$ cat config.mk
export PLATFORM = sky130hd
export DESIGN_NAME = arbitro_rr4a1_flat
export DESIGN_NICKNAME = d
export VERILOG_FILES = /design/src/rtl/arbitro_rr4a1_if.sv /design/src/rtl/arbitro_rr4a1.sv /design/src/flat_wrapper.sv
export SDC_FILE = /design/constraint.sdc
export NUM_CORES = 1
export LEC_CHECK = 0
export ABC_CLOCK_PERIOD_IN_PS = 2400
export CORE_MARGIN = 3
export CORE_UTILIZATION = 33
export DETAILED_ROUTE_END_ITERATION = 6
export PLACE_DENSITY_LB_ADDON = 0.25
export REMOVE_ABC_BUFFERS = 1
export SYNTH_ARGS = -nofsm -noshare
export SYNTH_HDL_FRONTEND = slang
export SYNTH_SLANG_ARGS = --single-unit
$ cat constraint.sdc
create_clock -name clk -period 2.4 [get_ports clk]
set_input_delay 0.6 -clock clk [delete_from_list [all_inputs] [get_ports clk]]
set_output_delay 0.6 -clock clk [all_outputs]
set_load 0.01 [all_outputs]
$ cat src/rtl/arbitro_rr4a1_if.sv
// Bus between the four per-class input FIFOs, the merging arbiter and the downstream FIFO.
// The arbiter uses the master modport; the FIFO side (or a bench) uses the slave modport.
interface arbitro_rr4a1_if #(
    parameter int unsigned WORD_SIZE = 12
);
    logic [WORD_SIZE-1:0] data_in_arb0;
    logic [WORD_SIZE-1:0] data_in_arb1;
    logic [WORD_SIZE-1:0] data_in_arb2;
    logic [WORD_SIZE-1:0] data_in_arb3;
    logic [3:0]           fifos_empty;
    logic                 fifo_almost_full;
    logic [3:0]           pop;
    logic                 push;
    logic [WORD_SIZE-1:0] data_out_arb;
    logic [1:0]           state;

    modport master (
        input  data_in_arb0, data_in_arb1, data_in_arb2, data_in_arb3,
        input  fifos_empty, fifo_almost_full,
        output pop, push, data_out_arb, state
    );

    modport slave (
        output data_in_arb0, data_in_arb1, data_in_arb2, data_in_arb3,
        output fifos_empty, fifo_almost_full,
        input  pop, push, data_out_arb, state
    );
endinterface

$ cat src/rtl/arbitro_rr4a1.sv
// Round-robin merge of four first-word-fall-through FIFOs into one downstream FIFO.
// pop is combinational; push/data_out_arb follow one cycle later.
module arbitro_rr4a1 #(
    parameter int unsigned WORD_SIZE = 12
) (
    input  logic                 clk,
    input  logic                 reset,
    arbitro_rr4a1_if.master      bus
);
    typedef enum logic [1:0] {
        ST_RESET  = 2'd0,
        ST_IDLE   = 2'd1,
        ST_ACTIVE = 2'd2,
        ST_STALL  = 2'd3
    } state_t;

    state_t               state_q;
    logic [1:0]           rr_ptr;
    logic                 push_q;
    logic [WORD_SIZE-1:0] data_q;

    logic [WORD_SIZE-1:0] heads [4];
    logic [3:0]           nonempty;
    logic [3:0]           raw_elig;
    logic [3:0]           eligible;
    logic [1:0]           cand;
    logic [1:0]           grant_idx;
    logic                 grant_any;
    logic [3:0]           grant_oh;

    assign heads[0] = bus.data_in_arb0;
    assign heads[1] = bus.data_in_arb1;
    assign heads[2] = bus.data_in_arb2;
    assign heads[3] = bus.data_in_arb3;

    assign nonempty = ~bus.fifos_empty;
    assign raw_elig = nonempty & {4{~bus.fifo_almost_full}};
    // Nothing may be popped during the single post-reset cycle.
    assign eligible = (state_q == ST_RESET) ? 4'b0000 : raw_elig;

    // First eligible index scanning rr_ptr, rr_ptr+1, ... modulo 4.
    always_comb begin
        grant_idx = rr_ptr;
        grant_any = 1'b0;
        cand      = rr_ptr;
        for (int k = 0; k < 4; k++) begin
            cand = rr_ptr + 2'(k);
            if (!grant_any && eligible[cand]) begin
                grant_idx = cand;
                grant_any = 1'b1;
            end
        end
        grant_oh = grant_any ? (4'b0001 << grant_idx) : 4'b0000;
    end

    // Outside RESET, a grant exists exactly when raw_elig is non-zero, so one rule covers all states.
    always_ff @(posedge clk or negedge reset) begin
        if (!reset) begin
            state_q <= ST_RESET;
            rr_ptr  <= 2'd0;
            push_q  <= 1'b0;
            data_q  <= '0;
        end else begin
            if (|raw_elig) begin
                state_q <= ST_ACTIVE;
            end else if (bus.fifo_almost_full && (|nonempty)) begin
                state_q <= ST_STALL;
            end else begin
                state_q <= ST_IDLE;
            end

            if (grant_any) begin
                data_q <= heads[grant_idx];
                push_q <= 1'b1;
                rr_ptr <= grant_idx + 2'd1;
            end else begin
                push_q <= 1'b0;
            end
        end
    end

    assign bus.pop          = grant_oh;
    assign bus.push         = push_q;
    assign bus.data_out_arb = data_q;
    assign bus.state        = state_q;
endmodule

$ cat src/flat_wrapper.sv
// flat-port wrapper written by rule: the top's interface ports become plain ports
module arbitro_rr4a1_flat 
#(
    parameter int unsigned WORD_SIZE = 12
)
  (clk, reset, bus_data_in_arb0, bus_data_in_arb1, bus_data_in_arb2, bus_data_in_arb3, bus_fifos_empty, bus_fifo_almost_full, bus_pop, bus_push, bus_data_out_arb, bus_state);
  arbitro_rr4a1_if #(.WORD_SIZE(WORD_SIZE)) bus_i ();
  input  logic clk;
  input  logic reset;
  input wire logic [$bits(bus_i.data_in_arb0)-1:0] bus_data_in_arb0;
  input wire logic [$bits(bus_i.data_in_arb1)-1:0] bus_data_in_arb1;
  input wire logic [$bits(bus_i.data_in_arb2)-1:0] bus_data_in_arb2;
  input wire logic [$bits(bus_i.data_in_arb3)-1:0] bus_data_in_arb3;
  input wire logic [$bits(bus_i.fifos_empty)-1:0] bus_fifos_empty;
  input wire logic [$bits(bus_i.fifo_almost_full)-1:0] bus_fifo_almost_full;
  output wire logic [$bits(bus_i.pop)-1:0] bus_pop;
  output wire logic [$bits(bus_i.push)-1:0] bus_push;
  output wire logic [$bits(bus_i.data_out_arb)-1:0] bus_data_out_arb;
  output wire logic [$bits(bus_i.state)-1:0] bus_state;
  assign bus_i.data_in_arb0 = bus_data_in_arb0;
  assign bus_i.data_in_arb1 = bus_data_in_arb1;
  assign bus_i.data_in_arb2 = bus_data_in_arb2;
  assign bus_i.data_in_arb3 = bus_data_in_arb3;
  assign bus_i.fifos_empty = bus_fifos_empty;
  assign bus_i.fifo_almost_full = bus_fifo_almost_full;
  assign bus_pop = bus_i.pop;
  assign bus_push = bus_i.push;
  assign bus_data_out_arb = bus_i.data_out_arb;
  assign bus_state = bus_i.state;
  arbitro_rr4a1 #(.WORD_SIZE(WORD_SIZE)) u_core (.clk(clk), .reset(reset), .bus(bus_i));
endmodule
==> results_dict.tcl <==
set metrics [dict create \
    cts-htree-levels 1 \
    avgRoutedWirePerCell_um 14.8 \
    slowest_delay_ps 420 \
    pin_count_of_the_biggest_net_entering_global_routing 18 \
    drt.antenna.violating_nets 0 \
    path_clk_slew_ps 100 \
    synth.area.top_cells "sky130_fd_sc_hd__dfrtp_1, sky130_fd_sc_hd__mux2i_1, sky130_fd_sc_hd__a221oi_1" \
    tightest_slew_ps 325 \
    setup_viol_count_final 2 \
    synth-warning-count 0 \
    status "finished with violations" \
    critPathCaptureType "primary output" \
    start_util 0.348 \
    drt_wl_total_mm 3.78 \
    drt_pre_antenna_iters 4 \
    numPortBuffers 73 \
    p_per_area_nw_per_um2 800 \
    timing.critical_path.buf_inv 1 \
    layout_common_cells "sky130_fd_sc_hd__clkdlybuf4s50_1, sky130_fd_sc_hd__buf_4, sky130_fd_sc_hd__mux2i_1" \
    report.power.total_uw 1700 \
    hpwlAfterDp_mm 2.91 \
    syn_area_sq_um 1180 \
    synth-edff-count 0 \
    final_core_util 0.628 \
    placement.cell_area_sq_um 2020 \
    avgViaCountPerCell 5.21 \
    total_via_count_in_the_routed_design 1334 \
    synth-async-reset-ratio 1.00 \
    die-area_sq_um 4320 \
    synth_seq_area_share 0.361 \
    post-route-period-util 1.02 \
    stdcell_count 256 \
    final_design_area_no_fill_sq_um 2130 \
    post_route_cells_drive_above_1_share 0.233 \
    crit_arrival_ps 1840 \
    worst_slack_ps -41.6 \
    report.final.slew_viol_count 0 \
    antenna_found_initial 0 \
    ir_worst_vdd_uv 397 \
    first_iter_violations 72 \
    grt_first_pass_wirelength_mm 5.92 \
    place.detailed.instances 247 \
    clock_sinks 17 \
    antenna_cells_inserted 0 \
    dominantRegCellSynth "sky130_fd_sc_hd__dfrtp_1" \
    design.core.area_sq_um 3390 \
    hold_class "reg2reg" \
    critical_path.slowest_cell "sky130_fd_sc_hd__dfrtp_1" \
    drc_errors 0 \
    cts_tree "done" \
    cp_top_family "simple AND/OR/NAND/NOR gates" \
    cp_max_fo 4 \
    synthDominantCellAreaShare 0.361 \
    areaGrowthSynthToFinish_pct 80.5 \
    cts_inserted_buffers 3 \
    global_route.usage.total 0.173 \
    cts.root.buffer_cell "sky130_fd_sc_hd__clkbuf_4" \
    rsz0062_at_grt "yes" \
    grt_remaining_overflow 0 \
    cts_hold_repair.buffers 0 \
    cts-root-to-sink-buffers 2 \
    die_height_um 65.8 \
    library_cell_occupying_the_most_area_in_the_post_synthesis_netlist "sky130_fd_sc_hd__dfrtp_1" \
    worst-endpoint-required_ps 1800 \
    avgSynthCellArea_sq_um 9.82 \
    critical_path.startpoint_type "flip-flop" \
    cap_violations 0 \
    final.min_clock_period_ps 2440 \
    synthCells 120 \
    final-hold-violation-count 0 \
    clkLatencyLatePin_ps 280 \
    critPathKind "reg2out" \
    chipWidth_um 65.8 \
    ios 74 \
    synth_cell_types 35 \
    slew-limit-headroom 0.784 \
    final.setup_skew_ps 1.99 \
    static-leakage-power_uw 0.000900 \
    fmax_mhz 410 \
    mostFrequentLayoutCell "sky130_fd_sc_hd__clkdlybuf4s50_1" \
    failed_checks "negative setup slack" \
    worstPathCellList "and2b_1 -> o21ai_1 -> a221o_2 -> nor2b_4 -> nor3_2 -> buf_2" \
    nets 266 \
    rows 21 \
    gp_routability_congestion 0.883 \
    grt_pass1_vias 1314 \
    synth-seq-cells 17 \
]
per-layer routing:
metal,part of all wire,vias up,global-route usage
met2,0.48,76,0.287
met5,0,-,0
li1,-,634,-
met4,0.011,0,0.0492
met1,0.39,618,0.214
met3,0.12,6,0.0564
worst min-delay path, delay by kind of cell (launching register included):
| kind | cells | cell delay [ps] |
|---|---|---|
| AOI/OAI and AO/OA | 1 | 50 |
| DFF | 1 | 390 |
| and+or+nand+nor | 1 | 110 |
power breakdown:
part	switching, uW	internal (uW)	total, uW
clock	85.8	64.4	150
combinational	476	603	1080
sequential	76.5	396	472
cells in the mapped netlist, types with 2 or more instances:
cell,number
sky130_fd_sc_hd__a21oi_1,5
sky130_fd_sc_hd__a311oi_1,2
sky130_fd_sc_hd__a221oi_1,10
sky130_fd_sc_hd__o21ai_0,3
sky130_fd_sc_hd__mux2i_1,22
sky130_fd_sc_hd__clkbuf_1,4
sky130_fd_sc_hd__dfrtp_1,17
sky130_fd_sc_hd__nor2_1,16
sky130_fd_sc_hd__nand3b_1,2
sky130_fd_sc_hd__buf_2,2
sky130_fd_sc_hd__and2_1,3
sky130_fd_sc_hd__a211oi_2,2
sky130_fd_sc_hd__buf_6,3
sky130_fd_sc_hd__o32ai_1,3
sky130_fd_sc_hd__nand2_1,6
path summary, 6_finish.rpt:
check	slack, ps	startpoint	cells after the start	to
max	-40	u_core.rr_ptr[1]	6	bus_pop[3]
min	580	u_core.bus.data_out_arb[2]	2	u_core.bus.data_out_arb[2]
max reg2reg	260	u_core.rr_ptr[1]	8	u_core.bus.data_out_arb[5]
min reg2reg	580	u_core.bus.data_out_arb[2]	2	u_core.bus.data_out_arb[2]
max in group asynchronous	1570	reset	2	u_core.rr_ptr[0]
min in group asynchronous	630	reset	2	u_core.bus.data_out_arb[3]
logic make-up after synthesis:
family / share of synthesized area
simple gates: 0.161
xor+xnor: 0.00743
mux: 0.187
flops: 0.361
buf+inv: 0.0701
compound gates: 0.213
registers in the layout, indices dropped and copies added (netlist names):
register                 cells
u_core.bus.data_out_arb     12
u_core.bus.state             2
u_core.rr_ptr                2
u_core.bus.push              1
stage by stage:
stage                     hold WS [ps]  setup TNS (ps)  worst slack, ps
final                              581           -78.6            -41.6
after CTS                          580               0             7.54
after detailed placement           558           -6200             -880
after floorplan                    304           -33.4            -33.4
after global placement             557           -4860             -802
after global routing               598            -341             -115
timing repair:
action,4_1_cts,5_1_grt
buffers inserted,3,2
setup endpoints to repair,6,4
resized for setup,42,9
pin swaps,6,4
cell type report:
cell class	count	area [sq um]
Clock buffer	4	26.3
Multi-Input combinational cell	92	732
Tap cell	46	57.6
Sequential cell	17	427
Timing Repair Buffer	96	881
Inverter	1	3.75
Fill cell	293	1260
Power figures use the tool's default switching activity.
